<file path="src/rtl/intr_ctrl.sv">
// Interrupt controller: IF/IE registers on the MMU strobe bus, priority pick, and IRQ/ack handshake.
// Define INTC_LEVEL_EN for level-sensitive sources; edge-sensitive otherwise. Read data port is dout.
module intr_ctrl #(
  parameter int          NSRC    = 5,
  parameter logic [15:0] IF_ADDR = 16'hFF0F,
  parameter logic [15:0] IE_ADDR = 16'hFFFF
) (
  input  logic            clk,
  input  logic            rst,
  input  logic [NSRC-1:0] int_req,
  output logic [NSRC-1:0] int_ack,
  input  logic            mem_enable,
  input  logic            rd_n,
  input  logic            wr_n,
  input  logic [15:0]     A,
  input  logic [7:0]      di,
  output logic [7:0]      dout,
  input  logic            ime,
  output logic            cpu_irq,
  output logic [7:0]      cpu_vector,
  input  logic            cpu_int_taken
);

  localparam int IW = (NSRC > 1) ? $clog2(NSRC) : 1;

  typedef enum logic {IDLE, ACK} state_t;

  state_t          state, state_nxt;
  logic [IW-1:0]   idx, idx_nxt, win;
  logic [NSRC-1:0] if_q, ie_q, if_nxt, ie_nxt, pend, rise;
  logic [7:0]      rd_val;
  logic            wr_if, wr_ie, rd_en;

  wire unused_di = &{1'b0, di};

`ifdef INTC_LEVEL_EN
  assign rise = int_req;
`else
  logic [NSRC-1:0] req_d;

  // Captures during reset too, so a line already high at release is not an edge.
  always_ff @(posedge clk) req_d <= int_req;

  assign rise = int_req & ~req_d;
`endif

  assign pend  = if_q & ie_q;
  assign rd_en = mem_enable & ~rd_n;
  assign wr_if = mem_enable & ~wr_n & (A == IF_ADDR);
  assign wr_ie = mem_enable & ~wr_n & (A == IE_ADDR);

  always_comb begin
    win = '0;
    for (int i = NSRC - 1; i >= 0; i--) begin
      if (pend[i]) win = IW'(i);
    end
  end

  always_comb begin
    rd_val = 8'hFF;
    if (A == IF_ADDR)      rd_val = {{(8-NSRC){1'b1}}, if_q};
    else if (A == IE_ADDR) rd_val = {{(8-NSRC){1'b0}}, ie_q};
  end

  // Later assignments win: bus write, then service clear, then new edges.
  always_comb begin
    if_nxt = if_q;
    ie_nxt = ie_q;
    if (wr_if) if_nxt = di[NSRC-1:0];
    if (wr_ie) ie_nxt = di[NSRC-1:0];
    if (state == ACK) if_nxt[idx] = 1'b0;
    if_nxt = if_nxt | rise;
  end

  always_comb begin
    state_nxt = state;
    idx_nxt   = idx;
    case (state)
      IDLE: if (cpu_int_taken && |pend) begin
        state_nxt = ACK;
        idx_nxt   = win;
      end
      ACK:  state_nxt = IDLE;
      default: state_nxt = IDLE;
    endcase
  end

  always_comb begin
    int_ack = '0;
    for (int i = 0; i < NSRC; i++) begin
      int_ack[i] = (state == ACK) && (idx == IW'(i));
    end
  end

  always_ff @(posedge clk) begin
    if (rst) begin
      state      <= IDLE;
      idx        <= '0;
      if_q       <= '0;
      ie_q       <= '0;
      dout       <= 8'h00;
      cpu_irq    <= 1'b0;
      cpu_vector <= 8'h40;
    end else begin
      state   <= state_nxt;
      idx     <= idx_nxt;
      if_q    <= if_nxt;
      ie_q    <= ie_nxt;
      cpu_irq <= ime & (|pend) & (state == IDLE);
      if (rd_en) dout <= rd_val;
      if (|pend) cpu_vector <= 8'h40 + 8'({win, 3'b000});
    end
  end

endmodule

</file>
<file path="config.mk">
export PLATFORM = sky130hd
export DESIGN_NAME = intr_ctrl
export DESIGN_NICKNAME = d
export VERILOG_FILES = /design/src/rtl/intr_ctrl.sv
export SDC_FILE = /design/constraint.sdc
export NUM_CORES = 1
export LEC_CHECK = 0
export BUFFER_PORTS_ARGS = -buffer_cell sky130_fd_sc_hd__clkbuf_2
export CAP_MARGIN = 20
export CORE_MARGIN = 5
export CORE_UTILIZATION = 45
export DETAILED_ROUTE_END_ITERATION = 7
export GPL_TIMING_DRIVEN = 0
export HOLD_SLACK_MARGIN = 0.03
export PLACE_DENSITY = 0.76
export SLEW_MARGIN = 5
export SYNTH_ARGS = -nofsm -noshare
export SYNTH_HDL_FRONTEND = slang
export SYNTH_SLANG_ARGS = --single-unit
export TNS_END_PERCENT = 5
</file>
<file path="constraint.sdc">
create_clock -name clk -period 1.75 [get_ports clk]
set_input_delay 0.35 -clock clk [delete_from_list [all_inputs] [get_ports clk]]
set_output_delay 0.35 -clock clk [all_outputs]
set_load 0.005 [all_outputs]
</file>
; ---- Yosys cells after proc, flatten, opt, wreduce, memory -nomap -nowiden
; Cells that the tools add are included.
[totals]
wordCells = 55
inputBits = 36
latch_bits = 0
mem_count = 0
mem_bits_rw = 0
ff_bits = 36
romBits = 0
[op_classes]
addsub = 1
n_eq_ne = 6
shifts = 0
n_mux = 13
n_bitwise = 15
n_mul = 0
div = 0
reduce_logical = 10
order_cmp = 2
[op_table]
columns = operator, count
row1 = "16-bit == test, second input constant", 2
row2 = 8-bit two-way mux, 2
row3 = 5-bit AND, 3
row4 = 3-bit two-way mux, 5
row5 = 5-bit two-way mux, 2
row6 = 5-bit NOT, 2
row7 = "7-bit by 6-bit adder with 8-bit output, first input constant", 1
row8 = 1-bit logical AND, 7
row9 = 1-bit AND, 6
row10 = "3-bit by 2-bit == test with 1-bit output, second input constant", 2
row11 = 5-bit bitwise OR, 1
row12 = 5-bit OR reduction, 1
row13 = "3-bit by 4-bit less-than comparator with 1-bit output, second input constant", 1
row14 = 1-bit demux with 3-bit select, 1
row15 = "3-bit by 1-bit == test with 1-bit output, second input constant", 1
row16 = "3-bit == test, second input constant", 1
row17 = "3-bit by 1-bit >= comparator with 1-bit output, second input constant", 1
row18 = 3-bit zero test, 1
row19 = 1-bit NOT, 3
row20 = 1-bit two-way mux, 2
row21 = 1-bit case mux with 2 select lines, 1
row22 = 2-bit AND reduction, 1

; ---- Longest topological paths before layout
; Gate-level depths: netlist of the first run.
[logic_depth]
word_depth = 8
depth_mapped = 5

; ---- Least setup slack after synthesis of the first run
; OpenSTA, ideal clock, no wires.
[synth_timing]
kind = input port to flip-flop
startpoint = input port A[4]
endpoint = register if_q[0]
path_stages = 5
arrival_ns = 1.379
setup_slack_ns = 0.249
setup_time_ns = 0.122
n_path_buf = 1
cell_sequence = or4_4 > nor3_4 > buf_6 > a2111oi_0 > nand3b_1
[synth_via]
elab_chain_len = 6
[synth_lines]
columns = element, line
row1 = "start, declared", 15  ; input logic [15:0] A,
row2 = 16-bit == test *, 49  ; assign wr_if = mem_enable & ~wr_n & (A == IF_ADDR);
row3 = 1-bit AND *, 49
row4 = 5-bit two-way mux *, 69  ; if (wr_if) if_nxt = di[NSRC-1:0];
row5 = 5-bit AND (no line), n/a
row6 = 5-bit two-way mux *, 71  ; if (state == ACK) if_nxt[idx] = 1'b0;
row7 = 5-bit bitwise OR *, 72  ; if_nxt = if_nxt | rise;
row8 = "end signal, assigned", 107  ; if_q <= if_nxt;
row9 = "end, declared", 30  ; logic [NSRC-1:0] if_q, ie_q, if_nxt, ie_nxt, pend, rise;
; Mark *: on every way between the ends. The rest lies on a longest branch, timed or not.
; A chain may end at the register's enable or synchronous reset.

; ---- Worst setup path after layout of the first run
[layout_timing]
startpoint = register state
endpoint = output port int_ack[0]
[layout_via]
elab_chain_len = 1
[layout_lines]
columns = element, line
row1 = "start, declared", 28  ; state_t state, state_nxt;
row2 = "start signal, assigned", 105  ; state <= state_nxt;
row3 = 1-bit logical AND, 91  ; int_ack[i] = (state == ACK) && (idx == IW'(i));
row4 = "end, declared", 11  ; output logic [NSRC-1:0] int_ack,
; No other way between the ends.

==> out/results.txt, run 1 <==
Synthesized area: 1380 um^2
Total clock sinks: 29
Total vias in the final route: 1308
Initial DRC count: 34
PD cells: 705 nW/um^2
CTS tree: built
Initial antenna violation count: 0
Worst Tran Pin Value: 0.565 ns
GP Congestion: 0.811
Gate Count Post-Synth: 157
Most frequent cell after synthesis: dfxtp_1
Pre-CTS setup slack: 0.0649 ns
Slowest-stage cell, CP: dfxtp_1
Setup fix buffers added after clock tree synthesis: 0
Synth cell count leaders: dfxtp_1 (29), nor2_1 (25), nand2_1 (9), nand4_1 (9)
Area grow syn2layout: 25.1%
Die Area: 4280 um^2
Die span in y: 65.4 um
Clock Tree Buf Depth: 2
Async SR Flop Fraction: 0%
Synth Area per Inst: 8.81 um^2
Crit end category: output pin
Vias per inst: 5.23
WL final: 3280 um
Total power: 1.22 mW
Clk_skew: 0.00850 ns
Nets: 252
Post-DP HPWL: 2610 um
Cts bufs inserted: 5
Reg area: 581 um^2
Clk root buf: clkbuf_4
Pins over their slew limit: 0
# port buffers: 49
Fin Hold WS: 0.130 ns
Io pins: 58
Vias in the first global route: 1248
Hold-fix buffers, CTS: 0
Pin count of the biggest net entering global routing: 11
Fin crit share: 92.4%
WP data required: 1.40 ns
Avg WL per Cell: 13.1 um
Post-DP Area: 1680 um^2
Post-route ant nets: 0
Crit path max-delay family: flip-flops
CORE AREA: 3000 um^2
Cell Rows: 20
Clock transition at path regs: 0.09 ns
Final hold vios: 0
Worst EP arrival: 1.27 ns
Cts repair resizes: 0
Peak VDD IR: 0.000441 V
CP max FO: 8
EDFF count, synth: 0
DRT Pass-1 Iters: 4
Tot GR Track Use: 17.1%
Area of the multi-input gates: 714 um^2
Setup TNS: 0 ns
Worst skew pair latency: 0.33 ns
Final setup violating endpoints: 0
Worst setup margin: 0.133 ns
Worst rel slew slack: 62.4%
Cell Chain, Critical Path: nor4b_2 -> clkbuf_2
Status: completed
Dominant register cell in the synthesized netlist: dfxtp_1
Fin area: 1730 um^2
Setup CP Type: flop to output pin
Global-route wire length before repair: 5660 um
Die W: 65.4 um
Fmax: 619 MHz
Area leader, netlist: dfxtp_1
Top-area cell type share of the netlist area: 42.0%
Remaining DRCs: 0
Synth top area cells: dfxtp_1 (42%), nor2_1 (6.8%), nand4_1 (4.1%)
Ys Warns: 0
Worst hold path class: primary input to flop
CP Launch Type: flop
Critical path buffers and inverters: 1
Min Tclk post-route: 1.62 ns
#FFs+latches synth: 29
Fillcell total: 310
Register area share after synthesis: 42.0%
Max Cap Viol: 0
Global route total overflow: 0
Fraction of layout cells with a size suffix above 1: 33.2%
Leakage: 0.734 nW
Initial Util: 46.0%
Slowest stage delay, CP: 0.43 ns
Ant diodes: 0
# H-tree levels: 2
RSZ-0062 raised after global routing: false
Cell variety after synth: 38
## placed cells by master, fill, tap and decap left out, types with 6 or more instances in the layout
cell,netlist,routed
o21ai_1,6,6
nand2_1,9,9
nand3_1,7,7
nand4_1,9,9
clkbuf_1,3,6
clkbuf_2,0,49
nor2_1,25,25
a21oi_1,7,7
dfxtp_1,29,29
buf_4,7,7
## registers in the layout, indices dropped and copies added (netlist names)
name and flops:
dout 6, ie_q 5, if_q 5, state 1, idx 3, cpu_irq 1
cpu_vector 3, req_d 5
## worst reg2reg max path, cell delays in order (launching register included)
cell,delay (ns)
dfxtp_1,0.36
a22o_1,0.31
nor3_2,0.33
o21ai_0,0.16
a21oi_1,0.15
## metal layers
layer / GRT usage [%] / vias up / wire [um]
li1: - / 698 / -
met1: 22.1 / 575 / 1560
met2: 26.4 / 29 / 1510
met3: 5.47 / 6 / 172
met4: 6.74 / 0 / 38
met5: 0 / - / 0
## through the flow
step | instances | utilization, %
final | 250 | 57.6
after global routing | 250 | 57.6
after CTS | 250 | 57.6
after detailed placement | 242 | 56.0
after global placement | 242 | 56.0
after floorplan | 160 | -
## power breakdown
group	total (mW)	internal, mW	switching [mW]
registers	0.703	0.685	0.0183
clock network	0.381	0.160	0.221
logic	0.134	0.0716	0.0626
total	1.22	0.916	0.302
## logic make-up after synthesis
kind of cell / Yosys count / synth area share (%)
flops: 29 / 42.0
compound gates: 33 / 17.6
buf+inv: 17 / 7.15
other cells: 2 / 0.543
simple gates: 76 / 32.7
## layout make-up
type	instances	area share, %
Multi-Input combinational cell	114	41.3
Sequential cell	29	33.6
Timing Repair Buffer	49	14.2
Buffer	12	4.63
Clock buffer	8	2.82
Tap cell	33	2.39
Inverter	5	1.09
## path summary, 6_finish.rpt
kind	cells past startpoint	slack [ns]	startpoint	endpoint
hold / removal	1	0.13	int_req[2]	req_d[2]$_DFF_P_
setup reg to reg	4	0.39	if_q[2]$_SDFF_PP0_	idx[0]$_SDFFE_PP0P_
setup / recovery	2	0.13	state$_SDFF_PP0_	int_ack[0]
hold reg to reg	2	0.50	cpu_vector[5]$_SDFFE_PP0N_	cpu_vector[5]$_SDFFE_PP0N_
Power figures use the tool's default switching activity.
==> run 2: changes to the inputs <==
Settings changed: CORE_MARGIN 5 to 10.
==> run 2 against run 1 <==
Effect of this change: hold slack better by 0.0044 ns; sequential power about the same; highest routed layer unchanged; cell count unchanged; critical path depth unchanged; clock power up 23%; global-route usage down 3.7 points; die area up 33%.
==> out/results.txt, run 2 (synthesis gave the netlist of run 1 again) <==
Status: completed
# H-tree levels: 2
Initial Util: 46.0%
Fraction of layout cells with a size suffix above 1: 34.6%
Nets: 252
Die Area: 5690 um^2
Post-DP HPWL: 2850 um
Worst Tran Pin Value: 0.543 ns
Pins over their slew limit: 0
Post-route ant nets: 0
Tot GR Track Use: 13.5%
Pre-CTS setup slack: 0.0580 ns
Global route total overflow: 0
Global-route wire length before repair: 5930 um
WL final: 3540 um
Critical path buffers and inverters: 1
Initial antenna violation count: 0
Worst hold path class: primary input to flop
DRT Pass-1 Iters: 4
WP data required: 1.40 ns
# port buffers: 49
Most frequent cells in the layout: clkbuf_2 (49), dfxtp_1 (29), nor2_1 (25), nand2_1 (9), nand4_1 (9)
Clk root buf: clkbuf_4
CP max FO: 6
Cell Rows: 20
Commonest non-fill, non-tap cell in the layout: clkbuf_2
Ant diodes: 0
Final setup violating endpoints: 0
Slowest stage delay, CP: 0.38 ns
Setup CP Type: flop to output pin
Cts bufs inserted: 5
Fmax: 631 MHz
Slowest-stage cell, CP: dfxtp_1
Min Tclk post-route: 1.59 ns
Worst rel slew slack: 63.8%
Die span in y: 75.4 um
RSZ-0062 raised after global routing: false
PD cells: 743 nW/um^2
Worst skew pair latency: 0.33 ns
Io pins: 58
Utilization after layout: 58.6%
Total clock sinks: 29
Cts repair resizes: 0
Area grow syn2layout: 27.2%
Fin crit share: 90.6%
Initial DRC count: 63
CTS tree: built
Die W: 75.4 um
Peak VDD IR: 0.000617 V
Clock Tree Buf Depth: 2
Setup fix buffers added after clock tree synthesis: 0
Crit path max-delay family: flip-flops
Pin count of the biggest net entering global routing: 11
Hold-fix buffers, CTS: 0
Clk_skew: 0.00747 ns
Worst setup margin: 0.164 ns
Final hold vios: 0
Vias in the first global route: 1366
Leakage: 0.749 nW
CP Launch Type: flop
Clock transition at path regs: 0.10 ns
Biggest register: dout
Remaining DRCs: 0
Cell Chain, Critical Path: nor4b_4 -> clkbuf_2
CORE AREA: 3000 um^2
Max reg flops: 6
Worst EP arrival: 1.24 ns
Fillcell total: 299
Crit end category: output pin
Setup TNS: 0 ns
Total vias in the final route: 1327
Vias per inst: 5.31
GP Congestion: 0.851
Avg WL per Cell: 14.2 um
Max Cap Viol: 0
run 2: cell count changes in the layout (fill, tap and decap cells not counted):
cell,previous run,this run
nor4b_2,1,0
clkinv_2,0,1
clkbuf_1,6,3
clkbuf_8,0,2
nor4b_4,0,1
run 2: power by group:
group	internal, mW	switching [mW]	leakage [nW]
registers	0.685	0.0191	0.238
logic	0.0716	0.0624	0.470
clock network	0.233	0.237	0.0413
run 2: through the flow:
step / cells / hold WS, ns / total power [mW] / area, um^2
floorplan: 160 / 0.378 / 0.783 / 1390
global placement: 242 / 0.470 / 0.850 / 1680
detailed placement: 242 / 0.469 / 0.853 / 1680
CTS: 250 / 0.126 / 1.32 / 1750
global route: 250 / 0.125 / 1.37 / 1760
finish: 250 / 0.135 / 1.31 / 1760
run 2: worst paths after layout:
path         cells after the start  slack (ns)                       start                         end
max                              2        0.16         idx[2]$_SDFFE_PP0P_                  int_ack[0]
max reg2reg                      4        0.41          if_q[0]$_SDFF_PP0_         idx[0]$_SDFFE_PP0P_
min                              1        0.13                  int_req[0]            req_d[0]$_DFF_P_
min reg2reg                      2        0.51  cpu_vector[3]$_SDFFE_PP0N_  cpu_vector[3]$_SDFFE_PP0N_
run 2: final cells by class:
cell class	count	area (um^2)	share of cell area, %
inverter	5	18.8	1.07
clock inverter	1	5.00	0.284
sequential	29	581	33.0
clock buffer	7	65.1	3.70
multi-input combinational	114	723	41.1
tap	33	41.3	2.35
timing repair buffer	49	245	13.9
buffer	12	80.1	4.55
run 2: per-layer routing:
metal | part of all wire, % | track usage [%]
met5 | 0 | 0
met2 | 49 | 22.9
met1 | 42 | 14.9
met4 | 0.73 | 5.57
met3 | 8.0 | 4.82
==> run 3: changes to the inputs <==
Settings changed: CELL_PAD_IN_SITES_DETAIL_PLACEMENT from default to 0, CELL_PAD_IN_SITES_GLOBAL_PLACEMENT from default to 1, CORE_UTILIZATION 45 to 34, PLACE_DENSITY 0.76 to default, PLACE_DENSITY_LB_ADDON from default to 0.1.
==> run 3 against run 2 <==
Effect of this change: design area increased by 1.4%; largest cell class unchanged; clock power increased by 13%; hold slack improved by 0.054 ns.
==> out/results.txt, run 3 (synthesis gave the netlist of run 1 again) <==
Status: completed
Clock transition at path regs: 0.07 ns
Avg WL per Cell: 15.2 um
Worst Tran Pin Value: 0.593 ns
WP data required: 1.40 ns
Io pins: 58
Leakage: 0.752 nW
Fin crit share: 90.8%
Register-to-Register Path Depth: 4
R2r endpoint: idx[0]$_SDFFE_PP0P_
# H-tree levels: 2
Utilization after layout: 44.9%
Max Cap Viol: 0
Clk root buf: clkbuf_8
Fraction of layout cells with a size suffix above 1: 34.1%
Tot GR Track Use: 11.4%
Total power: 1.37 mW
Slowest-stage cell, CP: dfxtp_1
Fillcell total: 412
Die Area: 7020 um^2
Worst skew pair latency: 0.28 ns
Hold Path Depth: 1
Die span in y: 83.8 um
# port buffers: 49
Global route total overflow: 0
Commonest non-fill, non-tap cell in the layout: clkbuf_2
Initial DRC count: 76
Worst hold path class: primary input to flop
Post-route ant nets: 0
Max reg flops: 6
Final setup violating endpoints: 0
WL final: 4050 um
Cell Chain, Critical Path: nor4b_2 -> clkbuf_2
Total clock sinks: 29
CP Launch Type: flop
Setup CP Type: flop to output pin
CTS tree: built
Fmax: 630 MHz
Most frequent cells in the layout: clkbuf_2 (49), dfxtp_1 (29), nor2_1 (25), nand2_1 (9), nand4_1 (9)
Global-route wire length before repair: 6510 um
Remaining DRCs: 0
Setup fix buffers added after clock tree synthesis: 0
Die W: 83.8 um
RSZ-0062 raised after global routing: false
Worst EP arrival: 1.24 ns
Worst reg2reg startpoint: if_q[0]$_SDFF_PP0_
Cell Rows: 23
Nets: 252
GP Congestion: 0.726
Total vias in the final route: 1342
Area grow syn2layout: 29.0%
Final hold vios: 0
Internal reg-to-reg setup slack: 0.39 ns
Critical path buffers and inverters: 1
Crit end category: output pin
Vias per inst: 5.03
Min Tclk post-route: 1.59 ns
Cts bufs inserted: 5
Clock Tree Buf Depth: 2
PD cells: 768 nW/um^2
Pin count of the biggest net entering global routing: 11
Crit path max-delay family: flip-flops
Vias in the first global route: 1357
Hold Path Origin: int_req[1]
Peak VDD IR: 0.000517 V
Post-DP HPWL: 3310 um
Clk_skew: 0.00925 ns
Biggest register: dout
Pins over their slew limit: 0
Initial Util: 34.8%
Cts repair resizes: 0
Worst rel slew slack: 60.5%
CORE AREA: 3970 um^2
Slowest stage delay, CP: 0.44 ns
Ant diodes: 0
CP max FO: 8
Initial antenna violation count: 0
Hold Path End: req_d[1]$_DFF_P_
Hold-fix buffers, CTS: 0
DRT Pass-1 Iters: 4
==> run 3: per-stage QoR <==
| step | TNS [ns] | cells | worst slack, ns | hold WS [ns] | instance area (um^2) |
|---|---|---|---|---|---|
| after floorplan | 0 | 160 | 0.249 | 0.378 | 1390 |
| after global placement | 0 | 259 | 0.0411 | 0.469 | 1700 |
| after detailed placement | -0.0637 | 259 | -0.0180 | 0.473 | 1700 |
| after CTS | 0 | 267 | 0.145 | 0.186 | 1780 |
| after global routing | 0 | 267 | 0.0791 | 0.183 | 1780 |
| final | 0 | 267 | 0.162 | 0.189 | 1780 |
==> run 3: layer usage <==
| layer | wire length (um) | track usage (%) |
|---|---|---|
| met5 | 0 | 0 |
| met4 | 43 | 4.11 |
| met3 | 333 | 4.69 |
| met2 | 1990 | 19.2 |
| met1 | 1690 | 12.4 |
==> run 3: layout make-up <==
type,count,area (um^2),share of cell area [%]
buffer,12,80.1,4.49
clock buffer,6,72.6,4.07
clock inverter,2,10.0,0.561
inverter,5,18.8,1.05
multi-input combinational,114,714,40.0
sequential,29,581,32.5
tap,50,62.6,3.51
timing repair buffer,49,245,13.7
==> run 3: worst max-delay path by stage <==
stage | from | end | slack (ns) | depth (start not counted)
2_1_floorplan | A[4] | if_q[0]$_SDFF_PP0_ | 0.25 | 5
3_3_place_gp | A[13] | dout[3]$_SDFFE_PP0P_ | 0.04 | 5
5_1_grt | state$_SDFF_PP0_ | int_ack[0] | 0.08 | 2
3_5_place_dp | A[12] | dout[1]$_SDFFE_PP0P_ | -0.02 | 5
6_report | state$_SDFF_PP0_ | int_ack[0] | 0.16 | 2
4_1_cts | state$_SDFF_PP0_ | int_ack[0] | 0.14 | 2
==> run 3: worst register-to-register path: stages (launching register included) <==
cell and delay (ns):
dfxtp_1 0.35, a22o_1 0.28, nor3_2 0.36, o21ai_0 0.15, a21oi_1 0.16
==> run 3: power breakdown <==
part	total [mW]	switching [mW]	internal [mW]
Combinational	0.136	0.0642	0.0717
Sequential	0.704	0.0186	0.685
Clock	0.530	0.255	0.275
